`config.mk`:
```
export PLATFORM = sky130hd
export DESIGN_NAME = bin_a_bcd_seq
export DESIGN_NICKNAME = d
export VERILOG_FILES = /design/src/rtl/bcd_pkg.sv /design/src/rtl/bcd_add3.sv /design/src/rtl/bin_a_bcd_seq.sv
export SDC_FILE = /design/constraint.sdc
export NUM_CORES = 1
export LEC_CHECK = 0
export ABC_AREA = 1
export CORE_UTILIZATION = 58
export CTS_BUF_LIST = sky130_fd_sc_hd__clkbuf_4 sky130_fd_sc_hd__clkbuf_8 sky130_fd_sc_hd__clkbuf_16
export CTS_CLUSTER_SIZE = 12
export DETAILED_ROUTE_END_ITERATION = 10
export PLACE_DENSITY = 0.84
export SKIP_CTS_REPAIR_TIMING = 1
export SYNTH_ARGS = -nofsm -noshare
export SYNTH_HDL_FRONTEND = slang
export SYNTH_SLANG_ARGS = --single-unit
```
`constraint.sdc`:
```
create_clock -name clk -period 1.9 [get_ports clk]
set_input_delay 0.285 -clock clk [delete_from_list [all_inputs] [get_ports clk]]
set_output_delay 0.285 -clock clk [all_outputs]
set_load 0.01 [all_outputs]
```
`src/rtl/bcd_pkg.sv`:
```
// Shared types and elaboration-time helpers for the sequential binary-to-BCD converter.
package bcd_pkg;

    typedef enum logic [1:0] {
        IDLE  = 2'd0,
        SHIFT = 2'd1,
        OUT   = 2'd2
    } state_t;

    localparam int BCD_W = 4;

    // 64-bit result lets the caller detect constants that overflow 32 bits.
    function automatic longint unsigned pow10(input int d);
        longint unsigned r;
        r = 1;
        for (int i = 0; i < d; i++) begin
            r = r * 10;
        end
        return r;
    endfunction

    function automatic int cnt_w(input int n);
        return (n < 1) ? 1 : $clog2(n + 1);
    endfunction

endpackage

```
`src/rtl/bcd_add3.sv`:
```
// Double-dabble digit corrector: adds 3 to a BCD digit of 5 or more.
module bcd_add3 (
    input  logic [3:0] d,
    output logic [3:0] q
);

    assign q = (d >= 4'd5) ? d + 4'd3 : d;

endmodule

```
`src/rtl/bin_a_bcd_seq.sv`:
```
// Sequential double-dabble binary-to-BCD converter, one input bit per clock, with overflow saturation.
// Optional macro BIN2BCD_BLANK_EN adds a leading-zero blanking output.
module bin_a_bcd_seq
    import bcd_pkg::*;
#(
    parameter int N   = 17,
    parameter int DIG = 6
) (
    input  logic                 clk,
    input  logic                 rst_n,
    input  logic                 start,
    input  logic [N-1:0]         bin,
    output logic                 busy,
    output logic                 done,
    output logic [BCD_W*DIG-1:0] bcd,
    output logic                 ovf
`ifdef BIN2BCD_BLANK_EN
    ,
    output logic [DIG-1:0]       blank
`endif
);

    localparam int          SW   = BCD_W * DIG;
    localparam int          CW   = cnt_w(N);
    localparam logic [63:0] MAXV = 64'(pow10(DIG) - 1);

    if (DIG < 1 || DIG > 18 || MAXV > 64'hFFFF_FFFF) begin : g_dig_check
        $error("bin_a_bcd_seq: DIG out of range, 10^DIG-1 must fit in 32 bits");
    end

    state_t         state;
    logic [N-1:0]   binreg;
    logic [SW-1:0]  scratch;
    logic [SW-1:0]  adj;
    logic [SW-1:0]  scratch_sh;
    logic [CW-1:0]  cnt;
    logic           ovf_next;

    for (genvar g = 0; g < DIG; g++) begin : g_add3
        bcd_add3 u_add3 (
            .d (scratch[g*BCD_W +: BCD_W]),
            .q (adj[g*BCD_W +: BCD_W])
        );
    end

    // The top bit of the corrected scratch is dropped; overflow saturation covers it.
    assign scratch_sh = {adj[SW-2:0], binreg[N-1]};

`ifdef BIN2BCD_BLANK_EN
    localparam logic [DIG-1:0] BLANK_RST = ~DIG'(1);

    logic [DIG-1:0] blank_nxt;
    logic           zero_run;

    always_comb begin
        blank_nxt = '0;
        zero_run  = 1'b1;
        for (int i = DIG - 1; i >= 1; i--) begin
            zero_run     = zero_run && (scratch[i*BCD_W +: BCD_W] == 4'd0);
            blank_nxt[i] = zero_run;
        end
    end
`endif

    always_ff @(posedge clk) begin
        if (!rst_n) begin
            state    <= IDLE;
            binreg   <= '0;
            scratch  <= '0;
            cnt      <= '0;
            ovf_next <= 1'b0;
            bcd      <= '0;
            ovf      <= 1'b0;
            busy     <= 1'b0;
            done     <= 1'b0;
`ifdef BIN2BCD_BLANK_EN
            blank    <= BLANK_RST;
`endif
        end else begin
            done <= 1'b0;
            case (state)
                IDLE: begin
                    if (start) begin
                        binreg   <= bin;
                        scratch  <= '0;
                        cnt      <= CW'(N);
                        ovf_next <= (64'(bin) > MAXV);
                        busy     <= 1'b1;
                        state    <= SHIFT;
                    end
                end
                SHIFT: begin
                    scratch <= scratch_sh;
                    binreg  <= binreg << 1;
                    cnt     <= cnt - 1'b1;
                    if (cnt == CW'(1)) begin
                        state <= OUT;
                    end
                end
                OUT: begin
                    bcd   <= ovf_next ? {DIG{4'h9}} : scratch;
                    ovf   <= ovf_next;
                    done  <= 1'b1;
                    busy  <= 1'b0;
                    state <= IDLE;
`ifdef BIN2BCD_BLANK_EN
                    blank <= ovf_next ? '0 : blank_nxt;
`endif
                end
                default: state <= IDLE;
            endcase
        end
    end

endmodule

```
# Word level (Yosys, flattened, before mapping)
# Index checks and enable logic that the tools add are counted.
[word_totals] register_bits=74 inputBits=20 wordCells=49
[op_classes] n_addsub=7 magnitude_cmp=6 eq_ne=5 mux=18 n_reduce_logical=6
[op_table] op="case mux 24 bit (2 select lines)" count=1
[op_table] op="case mux 17 bit (2 select lines)" count=1
[op_table] op=">= comparator 4 x 3 -> 1 bit (second input constant)" count=6
[op_table] op="2-to-1 mux 24 bit" count=1
[op_table] op="adder 4 x 2 -> 4 bit (second input constant)" count=5
[op_table] op="2-to-1 mux 4 bit" count=5
[op_table] op="2-to-1 mux 17 bit" count=1
[op_table] op="case mux 5 bit (2 select lines)" count=1
[op_table] op="AND reduction 2 bit" count=3
[op_table] op="== test 5 x 1 -> 1 bit (second input constant)" count=1
[op_table] op="2-to-1 mux 5 bit" count=1
[op_table] op="subtractor 5 x 1 -> 5 bit (second input constant)" count=1
[op_table] op="2-to-1 mux 2 bit" count=2
[op_table] op="!= test 2 bit (second input constant)" count=2
[op_table] op="case mux 2 bit (2 select lines)" count=1
[op_table] op="nonzero test 2 bit" count=2
[op_table] op="adder 3 x 2 -> 3 bit (second input constant)" count=1
[op_table] op="2-to-1 mux 3 bit" count=1
[op_table] op="== test 2 x 1 -> 1 bit (second input constant)" count=1
[op_table] op="== test 2 bit (second input constant)" count=1
[op_table] op="zero test 2 bit" count=1
[op_table] op="2-to-1 mux 1 bit" count=2
[op_table] op="case mux 1 bit (2 select lines)" count=1

# Depth between registers and ports, before layout
[depth] depth_word=3 depth_mapped=8 mapped_depth_nobuf=8

# Cells and area by module
# From an unflattened synthesis, not the netlist that was laid out.
[unflattened] cells_unflattened=524 hier_area_um2=3631.0
[modules_own_cells] module="bin_a_bcd_seq" instances=1 cells_per_inst=386 area_each_um2=2820.2
[modules_own_cells] module="bcd_add3" instances=6 cells_per_inst=23 area_each_um2=135.1

# Worst setup path before layout
# No wires, ideal clock.
[synth_timing] path_type="flip-flop to flip-flop" startpoint="register scratch[4]" endpoint="register scratch[5]" setup_ns=0.113 arrival_ns=1.021 required_time_ns=1.787 path_slack_ns=0.766 stages_incl_launch_ff=9 synth_period_minus_slack_ns=1.134 cell_sequence="dfxtp_1 -> inv_1 -> ha_1 -> inv_1 -> nand2_1 -> nand3_1 -> nand2_1 -> nand3_1 -> nand2_1"
[synth_via] elab_chain_cells=3 elab_cells_between_ends=4 classes_between="add/sub (1); order compare (1); mux (2)"
[synth_lines] item="start, declared" line="bin_a_bcd_seq.sv:33" source="logic [SW-1:0] scratch;"
[synth_lines] item="start signal, assigned" line="bin_a_bcd_seq.sv:93" source="scratch <= scratch_sh;"
[synth_lines] item="adder 4 x 2 -> 4 bit or >= comparator 4 x 3 -> 1 bit (tied branches)" line="bcd_add3.sv:7" source="assign q = (d >= 4'd5) ? d + 4'd3 : d;"
[synth_lines] item="2-to-1 mux 4 bit (*)" line="bcd_add3.sv:7"
[synth_lines] item="case mux 24 bit (2 select lines) (*)" line="bin_a_bcd_seq.sv:81" source="case (state)"
# Mark *: on every way between the ends. The rest lies on a longest branch, timed or not.
# A chain may end at the register's enable or synchronous reset.

# Worst setup path in the final report
[layout_timing] startpoint="register bcd[21]" endpoint="output port bcd[21]"
[layout_rtl] item="start, declared" line="bin_a_bcd_seq.sv:15" source="output logic [BCD_W*DIG-1:0] bcd,"
[layout_rtl] item="start signal, assigned" line="bin_a_bcd_seq.sv:101" source="bcd <= ovf_next ? {DIG{4'h9}} : scratch;"
# No word-level cell between the ends.

==> metrics <==
iteration count of the initial detailed-routing pass 4; vias in the first global route roughly 3.0k; maximum VDD drop 0.652 mV; Critical Path Source Type flip-flop; routed length per instance ~13 µm; largest net degree at the start of global routing 37; Max-Cap Viols 0; multi-input logic area 0.00160 mm²; Unique masters post-synth 20; # diodes 0; endpoints failing hold 0; first-pass GRT wire length 13.3 mm; CP Data Arrival Time ~1.2 ns; pwr dens ~770 mW/mm²; count leader, synth nand2_1; share of cells above drive strength 1 around 6.3%; Post-route DRC 0; fillers 453; CP endpoint kind primary output; area share of the largest cell type after synthesis 44.2%; r2r endpoint binreg[16]; syn_nets between 500 and 600; clk buf depth 2; Mapped Area ~0.0033 mm²; Worst path depth 1; Inst Count DP 584; period utilization between 80% and 90%; Setup CP Type flip-flop to primary output; via count 3169; clk sink count 74; Die Wd between 70 and 80 µm; Main synth FF type dfxtp_1; Hold WC Path Type flip-flop to flip-flop; Nets 557; Final Non-Filler Cells 599; Max Clk Rate 0.655 GHz; Die Y-Extent 78.0 µm; delay-heaviest family, CP buffers and inverters; clock-pin slew on the worst setup and hold paths 0.07 ns; CP required 1.62 ns; setup_tns 0 ns; synth warn 0; final core occ between 70% and 80%; Synth Instances ~480; root buffer cell clkbuf_8; Vias/cell 5.29; CP cell instances clkdlybuf4s50_1; FF+latch area 0.00148 mm²; CP Max Fanout 2; register bit total from synthesis 74; CP Buf/Inv Count 1; post-route ant nets 0; CTS H-tree depth 3; Mapped Avg Cell Area 7.04 µm²; initial drt markers ~240; grt ovf 0; Synth area leader dfxtp_1; leakage ~0.0018 µW; number of synthesized flops with an enable pin 0; RSZ-0062 raised after global routing no; CTS tree built; starting density of the core around three fifths; CP max stage cell clkdlybuf4s50_1; die footprint 0.00608 mm²; r2r worst-path depth 7; CORE AREA between 0.005 and 0.006 mm²; GRT Resource Usage Total 27.7%; main area contributors after synthesis dfxtp_1, nand2_1, nand3_1, nor2_1, ha_1; share of flip-flops with an asynchronous set or reset 0%; endpoints failing setup 0; status finished clean; initial antenna violation count 0; Total Wirelength ~7.6 mm; Clock Skew roughly 0.0066 ns; HPWL after detailed placement 5.33 mm; io pins 47; P&R area growth vs syn 21.2%; synth cell count leaders nand2_1, dfxtp_1, nand3_1, nor2_1, inv_1; sequential cell area fraction in the yosys report between 40 and 50%; Crit. Startpoint bcd[21]; Port-buffer cells 45; Hold Path Depth 2; Clk Latency, worst-skew pair 0.34 ns; post-layout minimum cycle time 1.53 ns; max-slew violations 0; reg2reg start state[0]; slack of the worst reg-to-reg path 0.45 ns; row count 27; GP Congestion 0.835; max incr delay on CP 0.54 ns; crit path to bcd[21]; total CTS buffers 9
-- layout make-up --
type | instances | share of cell area, %
repair buffers | 54 | 13.7
multi-input cells | 338 | 39.4
clock inverters | 4 | 0.493
well taps | 72 | 2.22
inverters | 46 | 4.25
clock buffers | 11 | 3.42
flip-flops and latches | 74 | 36.5
-- cell usage in the layout, fill, tap and decap left out --
master,n
buf_12,3
dfxtp_1,74
nand2_2,2
inv_1,43
inv_2,3
o21ai_0,32
conb_1,1
clkbuf_8,9
nor3_1,1
ha_1,14
nor2_2,3
nand2_1,136
clkinv_2,4
clkdlybuf4s50_1,45
clkbuf_4,2
o21ai_4,1
nor2_1,48
nand4_1,12
o21ai_1,11
a21oi_1,27
nand3_1,48
buf_4,6
o22ai_1,2
-- per-layer routing --
metal  wire, µm  share of wire, %  global-route usage [%]  vias up
met2       3680                48                    45.2       69
li1           -                 -                       -     1629
met4        117               1.5                    12.0        0
met5          0                 0                       0        -
met3        314               4.1                    4.71       11
met1       3520                46                    35.9     1460
-- worst min-delay path by stage --
stage                         start         to  slack [ns]
final                     binreg[0]  binreg[0]        0.45
after global routing      binreg[7]  binreg[7]        0.48
after CTS                 binreg[0]  binreg[0]        0.45
after detailed placement  binreg[0]  binreg[0]        0.43
after global placement    binreg[0]  binreg[0]        0.43
after floorplan              bin[0]  binreg[0]        0.40
-- power by group --
part	internal [µW]	leakage [µW]	switching, µW
logic	182	0.00115	252
clock network	487	0.0000896	553
registers	1620	0.000601	45.8
total	2290	0.00184	850
-- cell families after synthesis --
logic type                 synth area share (%)
AOI/OAI and AO/OA                          11.3
and+or+nand+nor                            31.1
DFF                                        44.2
buffers and inverters                      7.99
other                                     0.112
adders and majority gates                  5.23
-- sequential cells by signal, indices dropped and copies added, names as in the netlist --
| name | cells |
|---|---|
| busy | 1 |
| scratch | 24 |
| binreg | 17 |
| done | 1 |
| bcd | 24 |
| state | 2 |
| cnt | 5 |
-- stage by stage --
step	total power (µW)	worst slack (ns)	hold WS (ns)	instance area, µm²
after floorplan	1960	0.766	0.395	3350
after global placement	2120	0.295	0.434	3900
after detailed placement	2130	0.257	0.433	3900
after CTS	3150	0.369	0.448	4060
after global routing	3290	0.324	0.479	4060
final	3140	0.373	0.451	4060
Note: power is estimated with default switching activity, not from simulation.
